===== config.mk =====
export PLATFORM = sky130hd
export DESIGN_NAME = gg_ser8_tx
export DESIGN_NICKNAME = d
export VERILOG_FILES = /design/src/rtl/gg_ser8_tx.sv
export SDC_FILE = /design/constraint.sdc
export NUM_CORES = 1
export LEC_CHECK = 0
export ABC_AREA = 0
export BUFFER_PORTS_ARGS = -buffer_cell sky130_fd_sc_hd__buf_2
export CAP_MARGIN = 40
export CORE_UTILIZATION = 56
export DETAILED_ROUTE_END_ITERATION = 10
export PLACE_DENSITY = 0.75
export SYNTH_ARGS = -nofsm -noshare
export SYNTH_HDL_FRONTEND = slang
export SYNTH_SLANG_ARGS = --single-unit

===== constraint.sdc =====
create_clock -name CK -period 1.8 [get_ports CK]
set_clock_uncertainty 0.05 [all_clocks]
set_input_delay 0.36 -clock CK [delete_from_list [all_inputs] [get_ports CK]]
set_output_delay 0.36 -clock CK [all_outputs]
set_load 0.005 [all_outputs]

===== src/rtl/gg_ser8_tx.sv =====
// Byte serializer for the 8-bit serial link: start, 8 data bits LSB-first, optional parity, stop.
// Define GG_SER8_PARITY_EN to insert an even-parity bit between the data bits and the stop bit.
module gg_ser8_tx #(
  parameter int unsigned DIV   = 4,
  parameter int unsigned DIVW  = 8,
  parameter int          Dck_q = 1
) (
  input  logic       CK,
  input  logic       CLR,
  input  logic [7:0] D,
  input  logic       LD,
  output logic       RDY,
  output logic       BUSY,
  output logic       TXD,
  output logic       DONE
);

  localparam int unsigned SW = 3;
  localparam int unsigned BW = 3;

  // Elaboration-time guard on the divider range; Dck_q only matters to gate-level timing models.
  if (DIV < 1 || DIV >= (2 ** DIVW) || Dck_q < 0) begin : g_bad_cfg
    $error("gg_ser8_tx: DIV must be in 1..2**DIVW-1");
  end

  typedef enum logic [SW-1:0] {
    S_IDLE  = 3'd0,
    S_START = 3'd1,
    S_DATA  = 3'd2,
`ifdef GG_SER8_PARITY_EN
    S_PARITY = 3'd3,
`endif
    S_STOP  = 3'd4
  } state_t;

  state_t          state_q, state_d;
  logic [DIVW-1:0] cnt_q, cnt_d;
  logic [BW-1:0]   bit_q, bit_d;
  logic [7:0]      sreg_q, sreg_d;
`ifdef GG_SER8_PARITY_EN
  logic            par_q, par_d;
`endif
  logic            txd_q, txd_d;
  logic            rdy_q, rdy_d;
  logic            busy_q, busy_d;
  logic            done_q, done_d;
  logic            last_c;

  assign last_c = (cnt_q == DIVW'(DIV - 1));

  // State and registered outputs
  always_ff @(posedge CK or negedge CLR) begin
    if (!CLR) begin
      state_q <= S_IDLE;
      cnt_q   <= '0;
      bit_q   <= '0;
      sreg_q  <= '0;
`ifdef GG_SER8_PARITY_EN
      par_q   <= 1'b0;
`endif
      txd_q   <= 1'b1;
      rdy_q   <= 1'b1;
      busy_q  <= 1'b0;
      done_q  <= 1'b0;
    end else begin
      state_q <= state_d;
      cnt_q   <= cnt_d;
      bit_q   <= bit_d;
      sreg_q  <= sreg_d;
`ifdef GG_SER8_PARITY_EN
      par_q   <= par_d;
`endif
      txd_q   <= txd_d;
      rdy_q   <= rdy_d;
      busy_q  <= busy_d;
      done_q  <= done_d;
    end
  end

  // Next-state: every non-idle state lasts DIV cycles, advancing when the divider hits DIV-1
  always_comb begin
    state_d = state_q;
    cnt_d   = cnt_q;
    bit_d   = bit_q;
    sreg_d  = sreg_q;
`ifdef GG_SER8_PARITY_EN
    par_d   = par_q;
`endif
    if (state_q != S_IDLE) begin
      cnt_d = last_c ? '0 : cnt_q + DIVW'(1);
    end
    case (state_q)
      S_IDLE: begin
        if (LD === 1'b1) begin
          state_d = S_START;
          cnt_d   = '0;
          bit_d   = '0;
          sreg_d  = D;
`ifdef GG_SER8_PARITY_EN
          par_d   = ^D;
`endif
        end
      end
      S_START: begin
        if (last_c) state_d = S_DATA;
      end
      S_DATA: begin
        if (last_c) begin
          sreg_d = {1'b0, sreg_q[7:1]};
          bit_d  = bit_q + BW'(1);
          if (bit_q == BW'(7)) begin
`ifdef GG_SER8_PARITY_EN
            state_d = S_PARITY;
`else
            state_d = S_STOP;
`endif
          end
        end
      end
`ifdef GG_SER8_PARITY_EN
      S_PARITY: begin
        if (last_c) state_d = S_STOP;
      end
`endif
      S_STOP: begin
        if (last_c) state_d = S_IDLE;
      end
      default: begin
        state_d = S_IDLE;
      end
    endcase
  end

  // Output values for the cycle that follows this edge
  always_comb begin
    txd_d  = 1'b1;
    rdy_d  = (state_d == S_IDLE);
    busy_d = (state_d != S_IDLE);
    done_d = (state_q == S_STOP) && last_c;
    case (state_d)
      S_START:  txd_d = 1'b0;
      S_DATA:   txd_d = sreg_d[0];
`ifdef GG_SER8_PARITY_EN
      S_PARITY: txd_d = par_d;
`endif
      default:  txd_d = 1'b1;
    endcase
  end

  assign TXD  = txd_q;
  assign RDY  = rdy_q;
  assign BUSY = busy_q;
  assign DONE = done_q;

endmodule


==> results_dict.tcl, run 1 <==
set metrics [dict create \
    worstPathCellList "ha_1, nor4b_4, buf_4, and3_1, buf_4, mux2_2" \
    drc 0 \
    grt_overflow_total 0 \
    cts_tree "yes" \
    endpoint_kind "register" \
    die_w_um 50.9 \
    path_class "reg2reg" \
    port_buffers 14 \
    antenna_left 0 \
    slew_violations 0 \
    hold_viol_final 0 \
    period_share_pct 96.2 \
    ff_latch_area_um2 654 \
    dpl_cell_area_um2 1470 \
    pre_cts_ws_ns -0.0925 \
    synth_common_cells "dfrtp_1 (24), nand2_1 (23), a21oi_1 (6), a22oi_1 (6), o21ai_0 (5)" \
    crit_family "flip-flops" \
    dieHeight_um 50.9 \
    status "completed" \
    max_freq_mhz 577 \
    yosysWarnings 0 \
    ioPinCount 15 \
    fp.dieArea_um2 2590 \
    clockBufferDepth 2 \
    routabilityCongestion 0.756 \
    first_global_vias 934 \
    ys_async_sr_fraction_pct 100 \
    fin_setup_tns_ns 0 \
    hold_path_class "in2reg" \
    power_per_cell_area_nw_per_um2 1410 \
    critPathLaunchType "register" \
    cts.sinks 26 \
    routed_wl_um 2420 \
    viasPerCell 5.66 \
    final_area_um2 1550 \
    antenna_found_initial 0 \
    p_leak_uw 0.000718 \
    drtIter0Drc 25 \
    syn_avg_cell_area_um2 10.8 \
    synth_ff_type "dfrtp_1" \
    total_power_uw 2180 \
    syn_area_um2 1340 \
    setup_violations 0 \
    crit_arrival_ns 1.90 \
    row_count 17 \
    hold_slack_ns 0.208 \
    yosys.area.top_type_share_pct 44.8 \
    synth_seq_cells 26 \
    critPathMostFrequentCell "buf_4" \
    cts-root-buf "clkbuf_4" \
    worst_slack_ns 0.0679 \
    core_um2 2230 \
    via_count 997 \
    crit_path_top_delay_cell "dfrtp_1" \
    synthCells 124 \
    slew-limit-headroom_pct 62.0 \
    crit_buf_inv 2 \
    tightest_slew_ns 0.570 \
    ir_drop_mv 0.972 \
    cp.required_ns 1.97 \
    start_util_pct 60.1 \
    post_route_cells_drive_above_1_share_pct 31.1 \
    grt_pass1_wl_um 4090 \
    min_period_ns 1.73 \
    nets 163 \
    htreeDepth 1 \
    dp_hpwl_um 1710 \
    insertion_delay_ns 0.32 \
    cpPeakStageDelay_ns 0.42 \
    route.detailed.wl_per_inst_um 13.7 \
    n_antenna_cell 0 \
    cts_made_buffers 3 \
    multi_input_area_um2 656 \
    synth_cell_types 43 \
    path_clk_slew_ns 0.14 \
    grt.total_usage_pct 21.5 \
    syn2layout_area_growth_pct 15.4 \
    nFillCells 185 \
    grt_max_degree 27 \
    drv_cap 0 \
    drt_pre_antenna_iters 4 \
    syn_nets 138 \
    ys_seq_area_share_pct 48.7 \
    rsz0062_at_grt "false" \
    critPathMaxFanout 7 \
    synth_top_area_cell "dfrtp_1" \
    synth.area.top_cells "dfrtp_1 (45%), nand2_1 (6.4%), dfstp_2 (3.9%), nor4b_4 (3.5%), a22oi_1 (3.4%)" \
    synth.most_common_cell "dfrtp_1" \
    synth-edff-count 0 \
]
[layout make-up]
cell class                 count  share of cell area (%)
inverter                       3                   0.728
tap                           28                    2.26
clock buffer                   4                    2.34
multi-input combinational     90                    42.4
timing repair buffer          25                    10.0
sequential                    26                    42.3
[flip-flops by register name, summed over array words and instances, names as in the netlist]
| name | count |
|---|---|
| BUSY | 1 |
| sreg_q | 8 |
| state_q | 3 |
| TXD | 1 |
| cnt_q | 8 |
| bit_q | 3 |
| RDY | 1 |
| DONE | 1 |
[final timing paths]
path,start,endpoint,slack (ns),depth (start not counted)
setup reg to reg,cnt_q[1],bit_q[0],0.07,6
min in group asynchronous,CLR,cnt_q[2],0.50,2
hold / removal,D[5],sreg_q[5],0.21,3
hold reg to reg,sreg_q[5],sreg_q[5],0.44,2
max in group asynchronous,CLR,state_q[0],0.80,2
setup / recovery,cnt_q[1],bit_q[0],0.07,6
[worst min-delay path: stages]
cell,delay [ns]
buf_2,0.07
a22oi_1,0.07
nand2_1,0.05
[metrics by stage]
stage                     cells  util [%]
after floorplan             124         -
after global placement      170      65.9
after detailed placement    170      65.9
after CTS                   175      68.1
after global routing        176      69.3
final                       176      69.3
[per-layer routing]
metal	global-route usage (%)	wire [µm]	vias to the layer above
met3	3.57	54	4
li1	-	-	495
met2	36.0	1190	18
met4	8.33	14	0
met5	0	0	-
met1	27.5	1150	480
[layout by cell type (no fill, tap or decap), types with 2 or more instances in the layout]
cell,n
nor2b_1,2
mux2i_1,2
nand2_1,23
dfrtp_1,23
nor3_2,2
dfstp_2,2
and3_1,4
buf_4,10
a22oi_1,5
nor2_1,4
o21ai_0,5
a21oi_1,5
ha_1,3
mux2_2,2
and2_1,3
nand3_1,3
inv_1,3
buf_2,14
nor4b_4,2
clkbuf_4,3
nand3b_1,2
[cell families after synthesis]
logic type	count (synthesis)	synth area share (%)
buffers and inverters	8	4.01
DFF	26	48.7
muxes	4	3.17
xor gates and xnor gates	1	0.653
AOI/OAI and AO/OA	29	17.3
and+or+nand+nor	53	23.4
adders and majority gates	3	2.80
[power by group]
group | internal [µW] | switching [µW]
combinational | 448 | 476
clock | 124 | 170
sequential | 786 | 175
total | 1360 | 820
[timing repair]
item                                    4_1_cts  5_1_grt
pin swaps                                     0        0
endpoints found under the setup margin        6        6
resized for setup                             1        4
setup buffers                                 0        1
endpoints found under the hold margin        24        0
hold buffers                                  1        0
gates cloned                                  0        0
(Power assumes the default switching activity.)
==> run 2, diff against run 1 <==
--- a/config.mk
+++ b/config.mk
@@ -7,9 +7,9 @@
 export LEC_CHECK = 0
 export ABC_AREA = 0
-export BUFFER_PORTS_ARGS = -buffer_cell sky130_fd_sc_hd__buf_2
 export CAP_MARGIN = 40
-export CORE_UTILIZATION = 56
+export CORE_UTILIZATION = 60
 export DETAILED_ROUTE_END_ITERATION = 10
-export PLACE_DENSITY = 0.75
+export DONT_BUFFER_PORTS = 1
+export PLACE_DENSITY = 0.74
 export SYNTH_ARGS = -nofsm -noshare
 export SYNTH_HDL_FRONTEND = slang
==> constraint.sdc (replaced) <==
create_clock -name CK -period 1.8 [get_ports CK]
set_clock_uncertainty 0.05 [all_clocks]
set_input_delay 0.36 -clock CK [delete_from_list [all_inputs] [get_ports CK]]
set_output_delay 0.36 -clock CK [all_outputs]
set_load 0.02 [all_outputs]
==> run 2 against run 1 <==
Effect of this change: sequential share of layout area up 2.4 points; first-iteration DRC count shrank 36%; sequential cell count did not move; hold slack got worse by 0.081 ns; sequential power up 5%; fmax up 1.3%; critical path depth unchanged; design area is 5.4% lower; clock power shrank 16%; count of clock-buffer cells in the layout unchanged; cell count shrank 8.5%; utilization up 3.1 points.
==> results_dict.tcl, run 2 (synthesis gave the netlist of run 1 again) <==
set metrics [dict create \
    status "completed" \
    drv_cap 0 \
    antenna_found_initial 0 \
    post_route_cells_drive_above_1_share_pct 22.4 \
    first_global_vias 1027 \
    port_buffers 0 \
    routabilityCongestion 0.824 \
    via_count 973 \
    grt_pass1_wl_um 4390 \
    reg_top3 "cnt_q: 8 flops, sreg_q: 8 flops" \
    worst_slack_ns 0.0906 \
    dp_hpwl_um 1780 \
    endpoint_kind "register" \
    slew-limit-headroom_pct 74.5 \
    dp_cells 155 \
    grt_max_degree 27 \
    clockBufferDepth 2 \
    viasPerCell 6.04 \
    cts.sinks 26 \
    crit_buf_inv 2 \
    met3_usage_pct 3.74 \
    met2_usage_pct 42.0 \
    switchingPower_uw 832 \
    critPathLaunchType "register" \
    cp.required_ns 1.97 \
    min_period_ns 1.71 \
    multi_input_area_um2 641 \
    clock_power_share_pct 11.7 \
    comb_power_share_pct 40.7 \
    drtIter0Drc 16 \
    internal_power_uw 1280 \
    drt_pre_antenna_iters 4 \
    worstPathCellList "ha_2, nor4b_4, buf_4, and3_1, buf_4, mux2_2" \
    cts-root-buf "clkbuf_4" \
    hold_path_class "in2reg" \
    crit_path_top_delay_cell "dfrtp_1" \
    htreeDepth 1 \
    dieHeight_um 49.3 \
    tightest_slew_ns 0.381 \
    syn2layout_area_growth_pct 9.14 \
    swShare_pct 39.4 \
    antenna_left 0 \
    use_met1_pct 28.9 \
    max_freq_mhz 585 \
    fp.dieArea_um2 2430 \
    crit_arrival_ns 1.88 \
    routed_wl_um 2480 \
    path_clk_slew_ns 0.14 \
    rsz0062_at_grt "false" \
    start_util_pct 66.3 \
    row_count 16 \
    ioPinCount 15 \
    core_um2 2020 \
    hold_slack_ns 0.127 \
    n_antenna_cell 0 \
    seqPwrFrac_pct 47.6 \
    path_class "reg2reg" \
    critPathMostFrequentCell "buf_4" \
    busiest_layer "met2" \
    grt.total_usage_pct 23.4 \
    nFillCells 152 \
    slew_violations 0 \
    instances_no_fill 161 \
    ff_latch_area_um2 654 \
    period_share_pct 95.0 \
    layout_common_cells "dfrtp_1 (23), nand2_1 (23), buf_4 (9)" \
    p_leak_uw 0.000653 \
    cts_setup_buffers 0 \
    cpPeakStageDelay_ns 0.43 \
    hold_viol_final 0 \
    r2r_slack_ns 0.09 \
    ir_drop_mv 1.19 \
    crit_family "flip-flops" \
    drc 0 \
    cts_tree "yes" \
    cts_made_buffers 3 \
    total_power_uw 2110 \
    insertion_delay_ns 0.31 \
    grt_overflow_total 0 \
    route.detailed.wl_per_inst_um 15.4 \
    nets 149 \
    pre_cts_ws_ns -0.0871 \
    power_per_cell_area_nw_per_um2 1440 \
    die_w_um 49.3 \
    setup_violations 0 \
    critPathMaxFanout 7 \
]
## run 2: cell count changes in the layout (fill, tap and decap cells not counted)
cell / change
buf_2: -14
a21oi_2: +1
a21oi_4: -1
a22oi_1: +1
a22oi_2: -1
buf_12: +1
buf_4: -1
clkbuf_1: +1
clkbuf_8: -1
ha_1: -1
ha_2: +1
nor3_1: +1
nor3_2: -1
## run 2: repair_timing
action                                 CTS  global route
setup endpoints to repair                7             8
hold buffers                             2             0
resized for setup                        1             2
endpoints found under the hold margin   26             0
## run 2: power groups by stage
stage	sequential, µW	combinational, µW	clock (µW)
floorplan	944	700	0
global placement	998	795	0
detailed placement	1010	829	0
CTS	1000	857	255
global route	1030	962	279
finish	1010	858	247
## run 2: metal layers
metal | routed length, µm | part of all wire (%) | vias to the layer above
li1 | - | - | 467
met4 | 14 | 0.56 | 0
met2 | 1280 | 52 | 13
met5 | 0 | 0 | -
met3 | 53 | 2.1 | 2
met1 | 1140 | 46 | 491
## run 2: worst paths after layout
| kind | startpoint | end | cells past startpoint |
|---|---|---|---|
| setup / recovery | cnt_q[0] | bit_q[0] | 6 |
| hold / removal | D[7] | sreg_q[7] | 1 |
| setup reg to reg | cnt_q[0] | bit_q[0] | 6 |
| hold reg to reg | sreg_q[5] | sreg_q[5] | 2 |
| max in group asynchronous | CLR | TXD | 2 |
| min in group asynchronous | CLR | cnt_q[4] | 2 |
## run 2: final cells by class
cell class | count | share of cell area [%]
sequential | 26 | 44.7
multi-input combinational | 90 | 43.8
timing repair buffer | 11 | 6.67
tap | 27 | 2.31
clock buffer | 4 | 1.79
inverter | 3 | 0.769
## run 2: stage by stage
stage	area, µm²	util [%]	TNS, ns
finish	1460	72.4	0
global route	1460	72.4	0
detailed placement	1400	69.2	-0.362
floorplan	1340	-	0
global placement	1400	69.2	0
CTS	1460	72.2	0
==> run 3, diff against run 2 <==
Settings changed: CORE_UTILIZATION 60 to 49, PLACE_DENSITY 0.74 to 0.62.
==> run 3 against run 2 <==
Effect of this change: sequential share of layout area down 0.76 points; design area is 1.5% higher; sequential cell count unchanged; power is 7.0% higher; fmax increased by 0.48%; via count fell by 4.5%; sequential power about the same; largest cell class unchanged; largest power group unchanged; highest routed layer unchanged.
==> results_dict.tcl, run 3 (synthesis gave the netlist of run 1 again) <==
set metrics [dict create \
    critPathMaxFanout 7 \
    total_power_uw 2260 \
    tightest_slew_ns 0.397 \
    grt_max_degree 27 \
    slew_violations 0 \
    worstReg2RegStart "cnt_q[0]" \
    insertion_delay_ns 0.33 \
    core_um2 2520 \
    hold_slack_ns 0.108 \
    ioPinCount 15 \
    instances_no_fill 163 \
    viasPerCell 5.70 \
    port_buffers 0 \
    dpl_cell_area_um2 1400 \
    setup_violations 0 \
    dieHeight_um 54.3 \
    htreeDepth 1 \
    cts.sinks 26 \
    final_common_cell "dfrtp_1" \
    cts_tree "yes" \
    syn2layout_area_growth_pct 10.8 \
    power_per_cell_area_nw_per_um2 1520 \
    start_util_pct 53.2 \
    endpoint_kind "register" \
    slew-limit-headroom_pct 73.5 \
    min_period_ns 1.70 \
    critPathLaunchType "register" \
    grt_pass1_wl_um 3970 \
    final_area_um2 1490 \
    nets 148 \
    drv_cap 0 \
    dp_cells 157 \
    ir_drop_mv 0.902 \
    max_freq_mhz 588 \
    cts-root-buf "clkbuf_4" \
    grt.total_usage_pct 19.3 \
    startpoint "cnt_q[0]" \
    rsz0062_at_grt "false" \
    routed_wl_um 2430 \
    drt_pre_antenna_iters 4 \
    status "completed" \
    path_class "reg2reg" \
    fp.dieArea_um2 2950 \
    clockBufferDepth 2 \
    row_count 18 \
    p_leak_uw 0.000663 \
    routabilityCongestion 0.779 \
    drtIter0Drc 18 \
    worst_slack_ns 0.0988 \
    path_clk_slew_ns 0.16 \
    dp_hpwl_um 1620 \
    hold_path_class "in2reg" \
    antenna_left 0 \
    antenna_found_initial 0 \
    min_from "D[2]" \
    die_w_um 54.3 \
    drc 0 \
    cts_made_buffers 3 \
    reg_top3 "cnt_q: 8 flops, sreg_q: 8 flops" \
    crit_arrival_ns 1.87 \
    grt_overflow_total 0 \
    cp.required_ns 1.96 \
    via_count 929 \
    pre_cts_ws_ns -0.0493 \
    route.detailed.wl_per_inst_um 14.9 \
    n_antenna_cell 0 \
    post_route_cells_drive_above_1_share_pct 22.6 \
    hold_viol_final 0 \
    first_global_vias 853 \
    period_share_pct 94.5 \
    layout_common_cells "dfrtp_1 (24), nand2_1 (23), buf_4 (8)" \
]
[run 3: changes by cell type in the layout (fill, tap and decap cells not counted), sizes merged]
cell / change
bufinv: +1
buf: -1
clkbuf: -1
[run 3: cell type report]
cell class | instances | area (µm²)
clock buffer | 3 | 22.5
clock inverter | 1 | 30.0
fill | 220 | 1040
inverter | 3 | 11.3
multi-input combinational | 90 | 642
sequential | 26 | 653
tap | 30 | 37.5
timing repair buffer | 10 | 90.1
[run 3: timing repair]
action,CTS,global route
setup endpoints to repair,6,7
hold buffers,2,0
hold endpoints to repair,26,0
setup buffers,0,0
resized for setup,1,2
[run 3: path summary, 6_finish.rpt]
| kind | endpoint | slack, ns | depth (start not counted) |
|---|---|---|---|
| max in group asynchronous | TXD | 1.07 | 2 |
| min in group asynchronous | DONE | 0.38 | 2 |
| setup / recovery | sreg_q[0] | 0.1 | 6 |
| hold / removal | sreg_q[2] | 0.11 | 2 |
| setup reg to reg | sreg_q[0] | 0.1 | 6 |
| hold reg to reg | sreg_q[3] | 0.44 | 2 |
[run 3: layer usage]
| metal | wire (µm) | vias to the layer above | track usage (%) |
|---|---|---|---|
| li1 | - | 462 | - |
| met5 | 0 | - | 0 |
| met2 | 1140 | 18 | 29.5 |
| met3 | 93 | 2 | 6.11 |
| met4 | 20 | 0 | 5.13 |
| met1 | 1180 | 447 | 26.3 |
[run 3: report_power, final]
| group | internal, µW | total [µW] | leakage (µW) | switching [µW] |
|---|---|---|---|---|
| registers | 786 | 997 | 0.000334 | 211 |
| logic | 404 | 856 | 0.000301 | 452 |
| clock network | 225 | 405 | 0.0000279 | 179 |
[run 3: worst max-delay path, cell delays in order (launching register included)]
cell and delay [ns]:
dfrtp_1 0.42, ha_2 0.21, nor4b_4 0.13, buf_4 0.17
and3_2 0.22, a221oi_4 0.32, inv_1 0.06
[run 3: stage by stage]
stage                     util [%]  setup TNS [ns]
after floorplan                  -               0
after global placement        55.4               0
after detailed placement      55.4          -0.100
after CTS                     58.8               0
after global routing          58.9               0
final                         58.9               0
